### src/rtl/bram_dp_be_if.sv
`default_nettype none
// ============================================================================
//  Module      : bram_dp_be_if
//  Description : Write/read port bundle for the byte-enable dual-port BRAM.
//  Revision    : 1.0 - initial release
// ============================================================================
interface bram_dp_be_if #(
    parameter int BIT_WIDTH  = 32,
    parameter int ADDR_WIDTH = 12
);
    localparam int c_NB = BIT_WIDTH / 8;

    logic                  WEN;
    logic [c_NB-1:0]       WE;
    logic [ADDR_WIDTH-1:0] WA;
    logic [BIT_WIDTH-1:0]  Di;
    logic                  REN;
    logic [ADDR_WIDTH-1:0] RA;
    logic [BIT_WIDTH-1:0]  Do;
    logic                  Dvalid;
    logic                  ERR;

    modport master (
        output WEN, WE, WA, Di, REN, RA,
        input  Do, Dvalid, ERR
    );

    modport slave (
        input  WEN, WE, WA, Di, REN, RA,
        output Do, Dvalid, ERR
    );
endinterface

`default_nettype wire

### src/rtl/bram_dp_be.sv
`default_nettype none
// ============================================================================
//  Module      : bram_dp_be
//  Description : Simple dual-port byte-enable BRAM, write-first forwarding,
//                1/2-cycle read latency with valid strobe, sticky range error.
//  Revision    : 1.0 - initial release
// ============================================================================
module bram_dp_be #(
    parameter int BIT_WIDTH  = 32,
    parameter int DEPTH      = 16,
    parameter int ADDR_WIDTH = 12,
    parameter int READ_LAT   = 1
) (
    input  logic        CLK,
    input  logic        RST,
    bram_dp_be_if.slave bus
);
    localparam int c_NB  = BIT_WIDTH / 8;
    localparam int c_LSB = (c_NB > 1) ? $clog2(c_NB) : 0;
    localparam int c_IW  = (DEPTH > 1) ? $clog2(DEPTH) : 1;

    logic [BIT_WIDTH-1:0] r_mem [DEPTH];

    logic [31:0]          w_wr_idx;
    logic [31:0]          w_rd_idx;
    logic                 w_wr_ok;
    logic                 w_rd_ok;
    logic                 w_wr_en;
    logic                 w_wr_hit;
    logic [BIT_WIDTH-1:0] w_rd_data;
    logic [BIT_WIDTH-1:0] w_out_data;
    logic                 w_out_vld;

    logic [BIT_WIDTH-1:0] r_do;
    logic                 r_dvalid;
    logic                 r_err;

    // Word index drops the byte-lane bits; widened to 32 bits for the range compare.
    assign w_wr_idx = 32'(bus.WA) >> c_LSB;
    assign w_rd_idx = 32'(bus.RA) >> c_LSB;
    assign w_wr_ok  = (w_wr_idx < 32'(DEPTH));
    assign w_rd_ok  = (w_rd_idx < 32'(DEPTH));
    assign w_wr_en  = bus.WEN & w_wr_ok & ~RST;
    assign w_wr_hit = w_wr_en & (w_wr_idx == w_rd_idx);

    always_ff @(posedge CLK) begin
        if (w_wr_en) begin
            for (int i = 0; i < c_NB; i++) begin
                if (bus.WE[i]) begin
                    r_mem[w_wr_idx[c_IW-1:0]][8*i +: 8] <= bus.Di[8*i +: 8];
                end
            end
        end
    end

    // Same-cycle write to the read word wins lane by lane.
    always_comb begin
        w_rd_data = '0;
        if (w_rd_ok) begin
            w_rd_data = r_mem[w_rd_idx[c_IW-1:0]];
            for (int i = 0; i < c_NB; i++) begin
                if (w_wr_hit && bus.WE[i]) begin
                    w_rd_data[8*i +: 8] = bus.Di[8*i +: 8];
                end
            end
        end
    end

    generate
        if ((BIT_WIDTH % 8) != 0 || BIT_WIDTH < 8) begin : g_bad_width
            $error("bram_dp_be: BIT_WIDTH must be a non-zero multiple of 8");
        end

        if (READ_LAT == 2) begin : g_lat2
            logic [BIT_WIDTH-1:0] r_s1_data;
            logic                 r_s1_vld;

            always_ff @(posedge CLK) begin
                if (RST) begin
                    r_s1_vld  <= 1'b0;
                    r_s1_data <= '0;
                end else begin
                    r_s1_vld  <= bus.REN;
                    r_s1_data <= w_rd_data;
                end
            end

            assign w_out_vld  = r_s1_vld;
            assign w_out_data = r_s1_data;
        end else if (READ_LAT == 1) begin : g_lat1
            assign w_out_vld  = bus.REN;
            assign w_out_data = w_rd_data;
        end else begin : g_bad_lat
            $error("bram_dp_be: READ_LAT must be 1 or 2");
        end
    endgenerate

    always_ff @(posedge CLK) begin
        if (RST) begin
            r_do     <= '0;
            r_dvalid <= 1'b0;
            r_err    <= 1'b0;
        end else begin
            r_dvalid <= w_out_vld;
            if (w_out_vld) begin
                r_do <= w_out_data;
            end
            if ((bus.WEN && !w_wr_ok) || (bus.REN && !w_rd_ok)) begin
                r_err <= 1'b1;
            end
        end
    end

    assign bus.Do     = r_do;
    assign bus.Dvalid = r_dvalid;
    assign bus.ERR    = r_err;
endmodule

`default_nettype wire

### src/flat_wrapper.sv
// flat-port wrapper written by rule: the top's interface ports become plain ports
module bram_dp_be_flat 
#(
    parameter int BIT_WIDTH  = 32,
    parameter int DEPTH      = 16,
    parameter int ADDR_WIDTH = 12,
    parameter int READ_LAT   = 1
)
  (CLK, RST, bus_WEN, bus_WE, bus_WA, bus_Di, bus_REN, bus_RA, bus_Do, bus_Dvalid, bus_ERR);
  bram_dp_be_if #(.BIT_WIDTH(BIT_WIDTH), .ADDR_WIDTH(ADDR_WIDTH)) bus_i ();
  input  logic CLK;
  input  logic RST;
  input wire logic [$bits(bus_i.WEN)-1:0] bus_WEN;
  input wire logic [$bits(bus_i.WE)-1:0] bus_WE;
  input wire logic [$bits(bus_i.WA)-1:0] bus_WA;
  input wire logic [$bits(bus_i.Di)-1:0] bus_Di;
  input wire logic [$bits(bus_i.REN)-1:0] bus_REN;
  input wire logic [$bits(bus_i.RA)-1:0] bus_RA;
  output wire logic [$bits(bus_i.Do)-1:0] bus_Do;
  output wire logic [$bits(bus_i.Dvalid)-1:0] bus_Dvalid;
  output wire logic [$bits(bus_i.ERR)-1:0] bus_ERR;
  assign bus_i.WEN = bus_WEN;
  assign bus_i.WE = bus_WE;
  assign bus_i.WA = bus_WA;
  assign bus_i.Di = bus_Di;
  assign bus_i.REN = bus_REN;
  assign bus_i.RA = bus_RA;
  assign bus_Do = bus_i.Do;
  assign bus_Dvalid = bus_i.Dvalid;
  assign bus_ERR = bus_i.ERR;
  bram_dp_be #(.BIT_WIDTH(BIT_WIDTH), .DEPTH(DEPTH), .ADDR_WIDTH(ADDR_WIDTH), .READ_LAT(READ_LAT)) u_core (.CLK(CLK), .RST(RST), .bus(bus_i));
endmodule
### config.mk
export PLATFORM = sky130hd
export DESIGN_NAME = bram_dp_be_flat
export DESIGN_NICKNAME = d
export VERILOG_FILES = /design/src/rtl/bram_dp_be_if.sv /design/src/rtl/bram_dp_be.sv /design/src/flat_wrapper.sv
export SDC_FILE = /design/constraint.sdc
export NUM_CORES = 1
export LEC_CHECK = 0
export ABC_AREA = 1
export BUFFER_PORTS_ARGS = -buffer_cell sky130_fd_sc_hd__buf_4
export CORE_ASPECT_RATIO = 2
export CORE_MARGIN = 4
export CORE_UTILIZATION = 60
export CTS_BUF_LIST = sky130_fd_sc_hd__clkbuf_16
export DETAILED_ROUTE_END_ITERATION = 16
export PLACE_DENSITY = 0.78
export SKIP_LAST_GASP = 1
export SYNTH_ARGS = -nofsm -noshare
export SYNTH_HDL_FRONTEND = slang
export SYNTH_SLANG_ARGS = --single-unit
### constraint.sdc
create_clock -name CLK -period 1.86 [get_ports CLK]
set_input_delay 0 -clock CLK [delete_from_list [all_inputs] [get_ports CLK]]
set_output_delay 0 -clock CLK [all_outputs]
set_load 0.005 [all_outputs]
## Word-level counts from Yosys, hierarchy flattened

Memory sizes are Yosys's and may differ from the RTL's.
Index checks and enable logic that the tools add are counted.

- Flip-flop bits (word level): 34
- RAM bits: 512
- Bits of input ports: 64
- Output and inout port bits: 34
- Word-level logic and storage cells: 37
- Memories kept: 1

- Order comparisons: 2
- Equal/unequal tests: 1
- Mux-type cells: 17
- Bitwise logic cells: 4
- Reductions and logical operators: 9

Memory list:

| name | depth | width | read ports | clocked after memory_dff | wr ports | RTL line | source |
|---|---|---|---|---|---|---|---|
| u_core.r_mem | 16 | 32 | 1 | 0 | 1 | bram_dp_be.sv:22 | `logic [BIT_WIDTH-1:0] r_mem [DEPTH];` |

Operators with widths:

| operator | number |
|---|---|
| $mux W32 | 1 |
| $mux W8 | 4 |
| $lt A10 B5 Y1 const B | 2 |
| $mux W1 | 12 |
| $eq A10 B10 Y1 | 1 |
| $logic_and A1 B1 Y1 | 6 |
| $and A1 B1 Y1 | 3 |
| $logic_not A1 Y1 | 2 |
| $logic_or A1 B1 Y1 | 1 |
| $not A1 Y1 | 1 |

## Longest topological paths before layout

Gate-level depths: netlist of the first run.

- Word-level depth: 7
- Depth in mapped cells: 12

## Worst setup path before layout of the first run

OpenSTA, ideal clock, no wires.

- Kind: in2reg
- Start point: in RST
- End point: mem u_core.r_mem[15][24], enable pin
- Library setup time: 0.370 ns
- Arrival: 1.173 ns
- Required time: 1.490 ns
- Slack: 0.316 ns
- Stages: 7
- Path buffers: 2
- Cell sequence: buf_6 nor2_4 inv_1 nor2_2 nand2_1 clkbuf_1 nor2_1

- Word-level cells in the longest chain between the ends: 4

Ends and longest elaborated chain:

| element | RTL line | source |
|---|---|---|
| start: declaration | flat_wrapper.sv:12 | `input logic RST;` |
| $not A1 Y1 | bram_dp_be.sv:43 | `assign w_wr_en = bus.WEN & w_wr_ok & ~RST;` |
| $and A1 B1 Y1 | bram_dp_be.sv:43 |  |
| $mux W1 | bram_dp_be.sv:47 | `if (w_wr_en) begin` |
| $mux W1 (implied by the code) | bram_dp_be.sv:50 | `r_mem[w_wr_idx[c_IW-1:0]][8*i +: 8] <= bus.Di[8*i +: 8];` |
| end: declaration | bram_dp_be.sv:22 |  |

No other way between the ends.

## Final worst setup path of the first run

- Start point: in bus_REN
- End point: reg u_core.r_err (netlist: u_core.bus.ERR)

- Word-level cells in the longest chain between the ends: 2

Ends and longest elaborated chain:

| element | RTL line | source |
|---|---|---|
| start: declaration | flat_wrapper.sv:17 | `input wire logic [$bits(bus_i.REN)-1:0] bus_REN;` |
| $logic_and A1 B1 Y1 | bram_dp_be.sv:108 | `if ((bus.WEN && !w_wr_ok) \|\| (bus.REN && !w_rd_ok)) begin` |
| $logic_or A1 B1 Y1 | bram_dp_be.sv:108 |  |
| end signal: assignment | bram_dp_be.sv:102 | `r_err <= 1'b0;` |
| end signal: assignment | bram_dp_be.sv:109 | `r_err <= 1'b1;` |
| end: declaration | bram_dp_be.sv:36 | `logic r_err;` |

No other way between the ends.
A chain may end at the register's enable or synchronous reset.

==> flow_metrics.py, run 1 <==
metrics = {
    "critical_path": {
        "timing.rr.end": "u_core.bus.Do[1]",
        "cp-start-kind": "input pin",
        "regToRegSetupSlack_ns": 0.61,
        "crit_path_frequent_cell": "dlygate4sd3_1",
        "rr_startpoint": "u_core.r_mem[15][1]",
        "critical_path.top_delay_family": "buffers and inverters",
        "cpMaxStageDelayCell": "dlygate4sd3_1",
        "cp-end-kind": "register",
        "crit_cells": 8,
        "critPathKind": "in -> reg",
        "worstPathCellList": "dlygate4sd3_1 -> buf_4 -> o21ai_0 -> dlygate4sd3_1 -> o21ai_0 -> dlygate4sd3_1 -> o21bai_1 -> inv_1",
        "cpPeakStageDelay_ns": 0.56,
        "crit_fanout": 2,
        "rr_worst_depth": 8,
        "crit_arrival_ns": 2.09,
        "cp_data_required_time_ns": 2.31,
        "cp-startpoint": "bus_REN",
        "endpoint": "u_core.bus.ERR",
        "crit_buf_inv": 5,
    },
    "placement": {
        "pre_cts_slack_ns": -0.006750,
        "placed_cell_area_sq_mm": 0.02416,
        "io_buffers": 93,
        "dp.cells": 2527,
        "gp_congestion": 0.8643,
        "hpwlAfterDp_um": 35430,
    },
    "pwr": {
        "vdd_drop_max_mv": 0.6017,
        "clockPowerShare_pct": 38.1,
        "p_per_area_mw_per_mm2": 933.8,
        "p_leak_nw": 9.516,
        "netSwitchingPower_w": 0.005230,
        "pwr-share-seq_pct": 55.3,
        "p_sw_share_pct": 21.57,
        "p_int_w": 0.01902,
        "pwr-share-comb_pct": 6.6,
    },
    "clock_network": {
        "cts_tree": "done",
        "cts.htree.levels": 2,
        "cts_setup_buffers": 0,
        "clock-sinks": 546,
        "ctsHoldBuffers": 39,
        "clk_pin_slew_ns": 0.07,
        "clock_latency_ns": 0.56,
        "cts-root-buf": "clkbuf_16",
        "cts_resized": 0,
        "cts.path.max_buffers": 3,
        "cts_buffers": 44,
    },
    "die": {
        "initial_utilization_pct": 60.82,
        "rows": 100,
        "io_pins": 98,
        "die_x_um": 145.5,
        "die_area_sq_mm": 0.04116,
        "coreArea_sq_mm": 0.03729,
        "die_h_um": 282.9,
    },
    "finish": {
        "area_growth_syn_to_layout_pct": 14.52,
        "utilization_pct": 69.65,
        "final_cells": 2645,
        "diodes": 0,
        "fillerInstances": 2567,
        "drive_gt1_share_pct": 12.49,
        "num-nets-final": 2217,
        "post-route-cell-area_sq_mm": 0.02597,
    },
    "routing": {
        "num_vias": 15980,
        "wl_per_cell_um": 21.71,
        "drt_iter0_drc": 1682,
        "first_pass_iters": 6,
        "via_per_inst": 6.042,
        "drcViolationCount": 0,
        "totalWireLength_um": 57410,
        "ant_nets": 0,
    },
    "sta": {
        "min_period_over_period_pct": 87.89,
        "timing.hold.ws_ns": 0.1079,
        "setup_viol": 0,
        "hold_violations": 0,
        "tightest_slew_ns": 0.5978,
        "rsz0062_at_grt": "no",
        "fmax_mhz": 611.7,
        "slew_headroom_pct": 60.15,
        "finalClockSkew_ns": 0.01723,
        "min_period_ns": 1.635,
        "layout_setup_ws_ns": 0.2252,
        "drv_slew": 0,
    },
    "worst_hold_path": {
        "hp-class": "in -> reg",
    },
    "yosys": {
        "synth_xor_area_share_pct": 0,
        "muxShareOfSynthArea_pct": 0,
        "synth_cells": 2012,
        "synth_top_area_share_pct": 67.80,
        "yosys-top-cells-area": "edfxtp_1, nand2_1, nand3_1",
        "yosys.cell_types.count": 26,
        "syn-num-nets": 2076,
        "synthesis.area_sq_mm": 0.02268,
        "seq_area_frac_synth_pct": 70.81,
        "synth_warnings": 0,
        "yosys.area_share.adder_pct": 0,
        "synth_seq_cells": 546,
        "synthSimpleGateAreaFrac_pct": 24.79,
        "syn_area_per_cell_sq_um": 11.27,
        "synth-compound-area-share_pct": 0.9932,
        "synth_top_family_by_area": "simple AND/OR/NAND/NOR gates",
        "synth_largest_area_cell": "edfxtp_1",
    },
    "flow_run": {
        "cap_violations": 0,
    },
    "global_route": {
        "grt.total_usage_pct": 27.30,
        "first_global_vias": 16110,
        "grt_pass1_wl_um": 87420,
        "grt_max_degree": 129,
        "antenna_found_initial": 0,
        "grt_overflow": 0,
    },
    "status": {
        "outcome": "finished, final reports clean",
    },
}
[flip-flops by register name (all words and copies together), names as in the netlist]
| register | cells |
|---|---|
| u_core.bus.Do | 32 |
| u_core.r_mem | 512 |
| u_core.bus.Dvalid | 1 |
| u_core.bus.ERR | 1 |
[cell usage after synthesis (all sizes together)]
cell / count
nor3: 2
nand3: 482
buf: 96
inv: 28
o21ai: 10
o21bai: 1
a21oi: 32
dfxtp: 34
nand2: 647
nor2: 103
nand3b: 32
nand4: 2
edfxtp: 512
clkbuf: 31
[how the worst min path moves through the flow]
stage	start	endpoint	slack, ns	cells after the start
floorplan	bus_Di[0]	u_core.r_mem[0][0]	0.1	0
global placement	bus_Di[22]	u_core.r_mem[10][22]	0.33	1
detailed placement	bus_Di[7]	u_core.r_mem[2][7]	0.33	1
CTS	RST	u_core.bus.Dvalid	0.07	3
global route	RST	u_core.bus.Dvalid	0.11	3
finish	RST	u_core.bus.Dvalid	0.11	3
[power groups by stage]
| stage | combinational, W | sequential (W) | clock, W |
|---|---|---|---|
| 2_1_floorplan | 0.000871 | 0.0137 | 0 |
| 3_3_place_gp | 0.00145 | 0.0137 | 0 |
| 3_5_place_dp | 0.00150 | 0.0137 | 0 |
| 4_1_cts | 0.00158 | 0.0134 | 0.00930 |
| 5_1_grt | 0.00173 | 0.0134 | 0.00981 |
| 6_report | 0.00160 | 0.0134 | 0.00924 |
[per-layer routing]
| metal | global-route usage [%] | vias to the layer above | part of all wire, % | wire length [um] |
|---|---|---|---|---|
| met5 | 0 | - | 0 | 0 |
| met4 | 14.84 | 0 | 5.5 | 3165 |
| met3 | 3.870 | 225 | 7.6 | 4388 |
| met2 | 49.37 | 858 | 53 | 30500 |
| met1 | 31.04 | 7602 | 34 | 19360 |
| li1 | - | 7295 | - | - |
[kinds of logic (layout without fill, tap and decap cells)]
logic type	Yosys count	count (layout)
simple gates	1268	1268
buf+inv	155	329
flops	546	546
compound gates	43	43
[per-stage QoR]
stage                     setup TNS [ns]  total power (W)
final                                  0          0.02425
after global routing                   0          0.02494
after CTS                              0          0.02429
after detailed placement        -0.06683          0.01518
after global placement                 0          0.01514
after floorplan                        0          0.01456
[tightest hold or removal path: cells and delay by family]
| kind | cells | cell delay, ns |
|---|---|---|
| buf+inv | 2 | 0.45 |
| simple gates | 1 | 0.15 |
[area by class of cell]
cell class | instances | area, sq um | share of cell area (%)
flip-flops and latches | 546 | 16060 | 61.83
multi-input cells | 1311 | 5852 | 22.53
repair buffers | 222 | 1956 | 7.531
clock buffers | 45 | 1126 | 4.336
well taps | 459 | 574.3 | 2.212
clock inverters | 34 | 292.8 | 1.127
inverters | 28 | 112.6 | 0.4336
[cell usage in the layout (no fill, tap or decap)]
cell / instances
o21ai_0: 10
nand3b_1: 32
nor2_8: 1
bufinv_16: 5
nor2_1: 97
a21oi_1: 30
clkinv_2: 7
inv_2: 7
nor2_2: 2
nand3_4: 5
dlygate4sd3_1: 39
inv_6: 2
nand2_1: 644
clkinv_1: 8
nand2_2: 3
clkbuf_16: 45
clkinvlp_4: 4
inv_1: 27
buf_6: 1
a21oi_2: 2
edfxtp_1: 512
nor3_4: 2
inv_4: 1
nand3_1: 477
dfxtp_1: 34
buf_4: 167
nand4_1: 2
o21bai_1: 1
buf_12: 15
nor2_4: 3
clkinv_4: 1
Note: power is estimated with default switching activity, not from simulation.
==> run 2, diff against run 1 <==
--- a/config.mk
+++ b/config.mk
@@ -7,10 +7,10 @@
 export LEC_CHECK = 0
 export ABC_AREA = 1
 export BUFFER_PORTS_ARGS = -buffer_cell sky130_fd_sc_hd__buf_4
+export CAP_MARGIN = 5
 export CORE_ASPECT_RATIO = 2
 export CORE_MARGIN = 4
 export CORE_UTILIZATION = 60
-export CTS_BUF_LIST = sky130_fd_sc_hd__clkbuf_16
 export DETAILED_ROUTE_END_ITERATION = 16
 export PLACE_DENSITY = 0.78
 export SKIP_LAST_GASP = 1
==> constraint.sdc (replaced) <==
create_clock -name CLK -period 1.86 [get_ports CLK]
set_input_delay 0.372 -clock CLK [delete_from_list [all_inputs] [get_ports CLK]]
set_output_delay 0.372 -clock CLK [all_outputs]
set_load 0.005 [all_outputs]
==> flow_metrics.py, run 2 (synthesized netlist as in run 1, its figures left out) <==
metrics = {
    "clock_network": {
        "cts_buffers": 44,
        "cts_resized": 0,
        "cts_setup_buffers": 0,
        "cts_tree": "done",
        "clk_pin_slew_ns": 0.07,
        "ctsHoldBuffers": 0,
        "clock_latency_ns": 0.55,
        "clock-sinks": 546,
        "cts-root-buf": "clkbuf_16",
        "cts.path.max_buffers": 3,
        "cts.htree.levels": 2,
    },
    "sta": {
        "min_period_over_period_pct": 77.36,
        "min_period_ns": 1.439,
        "finalClockSkew_ns": 0.01002,
        "setup_viol": 0,
        "timing.hold.ws_ns": 0.1285,
        "layout_setup_ws_ns": 0.4211,
        "fmax_mhz": 695.0,
        "tns_ns": 0,
        "slew_headroom_pct": 64.50,
        "drv_slew": 0,
        "rsz0062_at_grt": "no",
        "hold_violations": 0,
        "tightest_slew_ns": 0.5325,
    },
    "routing": {
        "num_vias": 16090,
        "via_per_inst": 6.104,
        "first_pass_iters": 6,
        "drcViolationCount": 0,
        "wl_per_cell_um": 21.79,
        "drt_iter0_drc": 1735,
        "totalWireLength_um": 57440,
        "ant_nets": 0,
    },
    "critical_path": {
        "cp-start-kind": "register",
        "crit_fanout": 2,
        "critical_path.top_delay_family": "flip-flops",
        "rr_worst_depth": 8,
        "critPathKind": "reg -> out",
        "cpMaxStageDelayCell": "dfxtp_1",
        "cp-end-kind": "output pin",
        "cp_data_required_time_ns": 1.49,
        "crit_arrival_ns": 1.07,
        "cpPeakStageDelay_ns": 0.38,
        "crit_buf_inv": 1,
        "worstPathCellList": "buf_4",
        "crit_cells": 1,
    },
    "global_route": {
        "grt.total_usage_pct": 27.47,
        "grt_overflow": 0,
        "busiest_layer": "met2",
        "use_met2_pct": 50.01,
        "antenna_found_initial": 1,
        "use_met3_pct": 3.918,
        "first_global_vias": 16130,
        "met1_usage_pct": 30.84,
        "grt_pass1_wl_um": 87030,
        "grt_max_degree": 77,
    },
    "die": {
        "initial_utilization_pct": 60.82,
        "rows": 100,
        "coreArea_sq_mm": 0.03729,
        "io_pins": 98,
        "die_area_sq_mm": 0.04116,
        "die_h_um": 282.9,
        "die_x_um": 145.5,
    },
    "finish": {
        "most-common-layout-cells": "nand2_1, edfxtp_1, nand3_1, buf_4, nor2_1",
        "fillerInstances": 2513,
        "num-nets-final": 2208,
        "largest_reg_flops": 512,
        "area_growth_syn_to_layout_pct": 14.30,
        "final_common_cell": "nand2_1",
        "utilization_pct": 69.51,
        "drive_gt1_share_pct": 13.83,
    },
    "status": {
        "outcome": "finished, final reports clean",
    },
    "placement": {
        "hpwlAfterDp_um": 35970,
        "gp_congestion": 0.8690,
        "io_buffers": 93,
        "pre_cts_slack_ns": -0.05622,
    },
    "pwr": {
        "total_power_w": 0.02424,
        "p_leak_nw": 9.517,
        "p_per_area_mw_per_mm2": 935.1,
        "vdd_drop_max_mv": 1.099,
    },
    "worst_hold_path": {
        "hold_depth": 1,
        "hp-class": "in -> reg",
    },
    "flow_run": {
        "cap_violations": 0,
    },
}
-- run 2: cell types whose count changed in the layout (fill, tap and decap cells not counted) --
cell	delta
inv_1	-8
clkinv_1	+1
clkinvlp_4	-3
buf_12	+8
inv_6	-1
dlygate4sd3_1	-39
clkinv_4	+1
bufinv_16	+1
diode_2	+1
buf_4	+22
clkbuf_1	+8
-- run 2: final timing paths --
check / startpoint / to / slack (ns)
max: u_core.bus.Do[2] / bus_Do[2] / 0.42
min: bus_Di[31] / u_core.r_mem[9][31] / 0.13
max reg2reg: u_core.r_mem[15][5] / u_core.bus.Do[5] / 0.62
min reg2reg: u_core.bus.Do[13] / u_core.bus.Do[13] / 0.47
-- run 2: per-stage QoR --
| step | cells | instance area [sq um] |
|---|---|---|
| detailed placement | 2557 | 24480 |
| global placement | 2557 | 24480 |
| CTS | 2635 | 25910 |
| finish | 2636 | 25920 |
| floorplan | 2012 | 22680 |
| global route | 2635 | 25910 |
-- run 2: report_power, final --
part / switching (W) / total, W / internal (W)
sequential: 0.00000298 / 0.0134 / 0.0134
clock: 0.00399 / 0.00925 / 0.00526
combinational: 0.00107 / 0.00157 / 0.000493
total: 0.00507 / 0.0242 / 0.0192
-- run 2: per-layer routing --
layer / part of all wire (%) / vias to the layer above
li1: - / 7287
met1: 33 / 7692
met2: 54 / 886
met3: 7.9 / 225
met4: 5.4 / 0
met5: 0 / -
-- run 2: cell type report --
cell class / count / area, sq um / share of cell area [%]
sequential: 546 / 16060 / 61.95
multi-input combinational: 1311 / 5852 / 22.58
timing repair buffer: 213 / 1891 / 7.295
clock buffer: 53 / 1156 / 4.461
tap: 459 / 574.3 / 2.216
clock inverter: 25 / 274.0 / 1.057
inverter: 28 / 112.6 / 0.4345
antenna: 1 / 2.502 / 0.009655
==> run 3, diff against run 2 <==
--- a/config.mk
+++ b/config.mk
@@ -5,7 +5,7 @@
 export SDC_FILE = /design/constraint.sdc
 export NUM_CORES = 1
 export LEC_CHECK = 0
-export ABC_AREA = 1
+export ABC_AREA = 0
 export BUFFER_PORTS_ARGS = -buffer_cell sky130_fd_sc_hd__buf_4
 export CAP_MARGIN = 5
 export CORE_ASPECT_RATIO = 2
==> constraint.sdc (replaced) <==
create_clock -name CLK -period 1.5 [get_ports CLK]
set_input_delay 0.3 -clock CLK [delete_from_list [all_inputs] [get_ports CLK]]
set_output_delay 0.3 -clock CLK [all_outputs]
set_load 0.005 [all_outputs]
==> flow_metrics.py, run 3 <==
metrics = {
    "die": {
        "die_x_um": 142.2,
        "coreArea_sq_mm": 0.03568,
        "initial_utilization_pct": 60.59,
        "rows": 98,
        "io_pins": 98,
        "die_area_sq_mm": 0.03932,
        "die_h_um": 276.4,
    },
    "yosys": {
        "async_flop_share_pct": 0,
        "synth_warnings": 0,
        "synth_top_area_share_pct": 71.12,
        "syn-num-nets": 1256,
        "seq_area_frac_synth_pct": 74.27,
        "synthesis.area_sq_mm": 0.02162,
        "synth_largest_area_cell": "edfxtp_1",
        "yosysMostFrequentCell": "edfxtp_1",
        "yosys.cell_types.count": 39,
        "synth_seq_cells": 546,
        "synth-edff-count": 512,
        "syn_area_per_cell_sq_um": 18.14,
        "synth_cells": 1192,
        "synthTopCellsByCount": "edfxtp_1, nor2_1, mux2i_1, mux4_2, mux2_2",
        "synthFlopType": "edfxtp_1",
        "yosys-top-cells-area": "edfxtp_1, mux4_2, mux2i_1",
    },
    "global_route": {
        "met1_usage_pct": 31.80,
        "busiest_layer": "met2",
        "grt_overflow": 0,
        "antenna_found_initial": 0,
        "use_met2_pct": 49.36,
        "grt_max_degree": 44,
        "use_met3_pct": 3.236,
        "first_global_vias": 12800,
        "grt.total_usage_pct": 27.45,
        "grt_pass1_wl_um": 79780,
    },
    "critical_path": {
        "cp-end-kind": "register",
        "cp-start-kind": "input pin",
        "cp-startpoint": "bus_WA[6]",
        "critPathKind": "in -> reg",
        "rr_startpoint": "u_core.r_mem[1][15]",
        "crit_arrival_ns": 2.06,
        "crit_fanout": 6,
        "cp_data_required_time_ns": 1.98,
    },
    "sta": {
        "min_period_ns": 1.574,
        "tightest_slew_ns": 0.5620,
        "rsz0062_at_grt": "yes",
        "setup_viol": 29,
        "min_period_over_period_pct": 104.9,
        "fmax_mhz": 635.3,
        "hold_violations": 0,
        "drv_slew": 0,
        "slew_headroom_pct": 62.53,
        "layout_setup_ws_ns": -0.07400,
        "timing.hold.ws_ns": 0.01581,
        "finalClockSkew_ns": 0.01807,
        "tns_ns": -0.9210,
    },
    "status": {
        "violations": "setup timing",
        "outcome": "finished, violations left",
    },
    "placement": {
        "io_buffers": 93,
        "pre_cts_slack_ns": -0.7056,
        "hpwlAfterDp_um": 37570,
        "gp_congestion": 0.8911,
        "placed_cell_area_sq_mm": 0.02467,
    },
    "clock_network": {
        "clk_pin_slew_ns": 0.07,
        "clock_latency_ns": 0.56,
        "cts_tree": "done",
        "ctsHoldBuffers": 0,
        "cts.path.max_buffers": 3,
        "cts_buffers": 44,
        "clock-sinks": 546,
        "cts.htree.levels": 2,
        "cts-root-buf": "clkbuf_16",
    },
    "finish": {
        "post-route-cell-area_sq_mm": 0.02641,
        "largest_reg_flops": 512,
        "ff_latch_area_sq_mm": 0.01606,
        "area_growth_syn_to_layout_pct": 22.14,
        "drive_gt1_share_pct": 39.13,
        "final_common_cell": "edfxtp_1",
        "most-common-layout-cells": "edfxtp_1, buf_4, mux2i_1, mux4_2, mux2_2",
        "diodes": 0,
        "num-nets-final": 1502,
        "multi_input_area_sq_mm": 0.005752,
        "fillerInstances": 2010,
    },
    "flow_run": {
        "cap_violations": 0,
    },
    "routing": {
        "drt_iter0_drc": 1088,
        "first_pass_iters": 6,
        "ant_nets": 0,
        "drcViolationCount": 0,
        "wl_per_cell_um": 28.20,
        "num_vias": 12190,
        "via_per_inst": 6.341,
        "totalWireLength_um": 54210,
    },
    "worst_hold_path": {
        "hp-class": "in -> reg",
        "hold_start": "bus_WEN",
    },
    "pwr": {
        "vdd_drop_max_mv": 1.051,
        "p_leak_nw": 8.950,
        "p_per_area_mw_per_mm2": 1165,
    },
}
-- run 3: cell types whose count changed after synthesis, moves of 40 or more --
cell | before | now
nand2_1 | 644 | 20
nand3_1 | 477 | 17
mux2i_1 | 0 | 97
mux4_2 | 0 | 64
mux2_2 | 0 | 61
buf_2 | 56 | 16
-- run 3: cell families (layout without fill, tap and decap cells) --
group / count (synthesis) / count (layout) / share of synthesized area [%]
AO/OA/AOI/OAI: 157 / 157 / 4.740
XOR/XNOR: 10 / 10 / 0.4051
buffers and inverters: 70 / 350 / 2.049
flip-flops: 546 / 546 / 74.27
multiplexers: 223 / 223 / 14.46
AND/OR/NAND/NOR: 186 / 186 / 4.080
-- run 3: metrics by stage --
stage                     std cells  power, W  utilization [%]
after floorplan                1192   0.01789                -
after global placement         1836   0.01876            69.13
after detailed placement       1836   0.01880            69.13
after CTS                      1917   0.03088            73.60
after global routing           1922   0.03162            74.00
final                          1922   0.03077            74.00
-- run 3: final timing paths --
check / end / slack, ns / depth (start not counted)
setup reg to reg: u_core.bus.Do[15] / -0.07 / 5
setup / recovery: u_core.bus.Do[0] / -0.07 / 10
hold / removal: u_core.bus.ERR / 0.02 / 3
hold reg to reg: u_core.bus.Do[18] / 0.48 / 2
-- run 3: timing repair --
| item | 4_1_cts | 5_1_grt |
|---|---|---|
| pin swaps | 7 | 5 |
| cloned | 0 | 3 |
| resized for setup | 12 | 12 |
| setup endpoints to repair | 14 | 37 |
| buffers inserted | 1 | 2 |
-- run 3: worst max-delay path, cell delays in order --
cell and delay, ns:
buf_4 0.14, xnor2_4 0.20, buf_4 0.15, nand4_1 0.13
buf_4 0.18, nor4_4 0.34, buf_6 0.21, clkbuf_16 0.19
a31oi_1 0.10, o21ai_1 0.10
-- run 3: cell type report --
class	count	area share, %
clock buffers	60	4.748
repair buffers	270	9.448
well taps	450	2.132
flip-flops and latches	546	60.80
clock inverters	20	1.085
multi-input cells	576	21.78
-- run 3: power by group --
group	total, W	internal (W)	switching [W]
Sequential	0.0166	0.0166	0.00000375
Combinational	0.00189	0.000817	0.00107
Clock	0.0122	0.00709	0.00516
Total	0.0308	0.0245	0.00623
-- run 3: routing by layer --
layer | vias to the layer above | share of wire, % | wire, um
li1 | 5278 | - | -
met2 | 540 | 55 | 29720
met4 | 0 | 6.5 | 3535
met5 | - | 0 | 0
met3 | 166 | 4.7 | 2546
met1 | 6203 | 34 | 18410
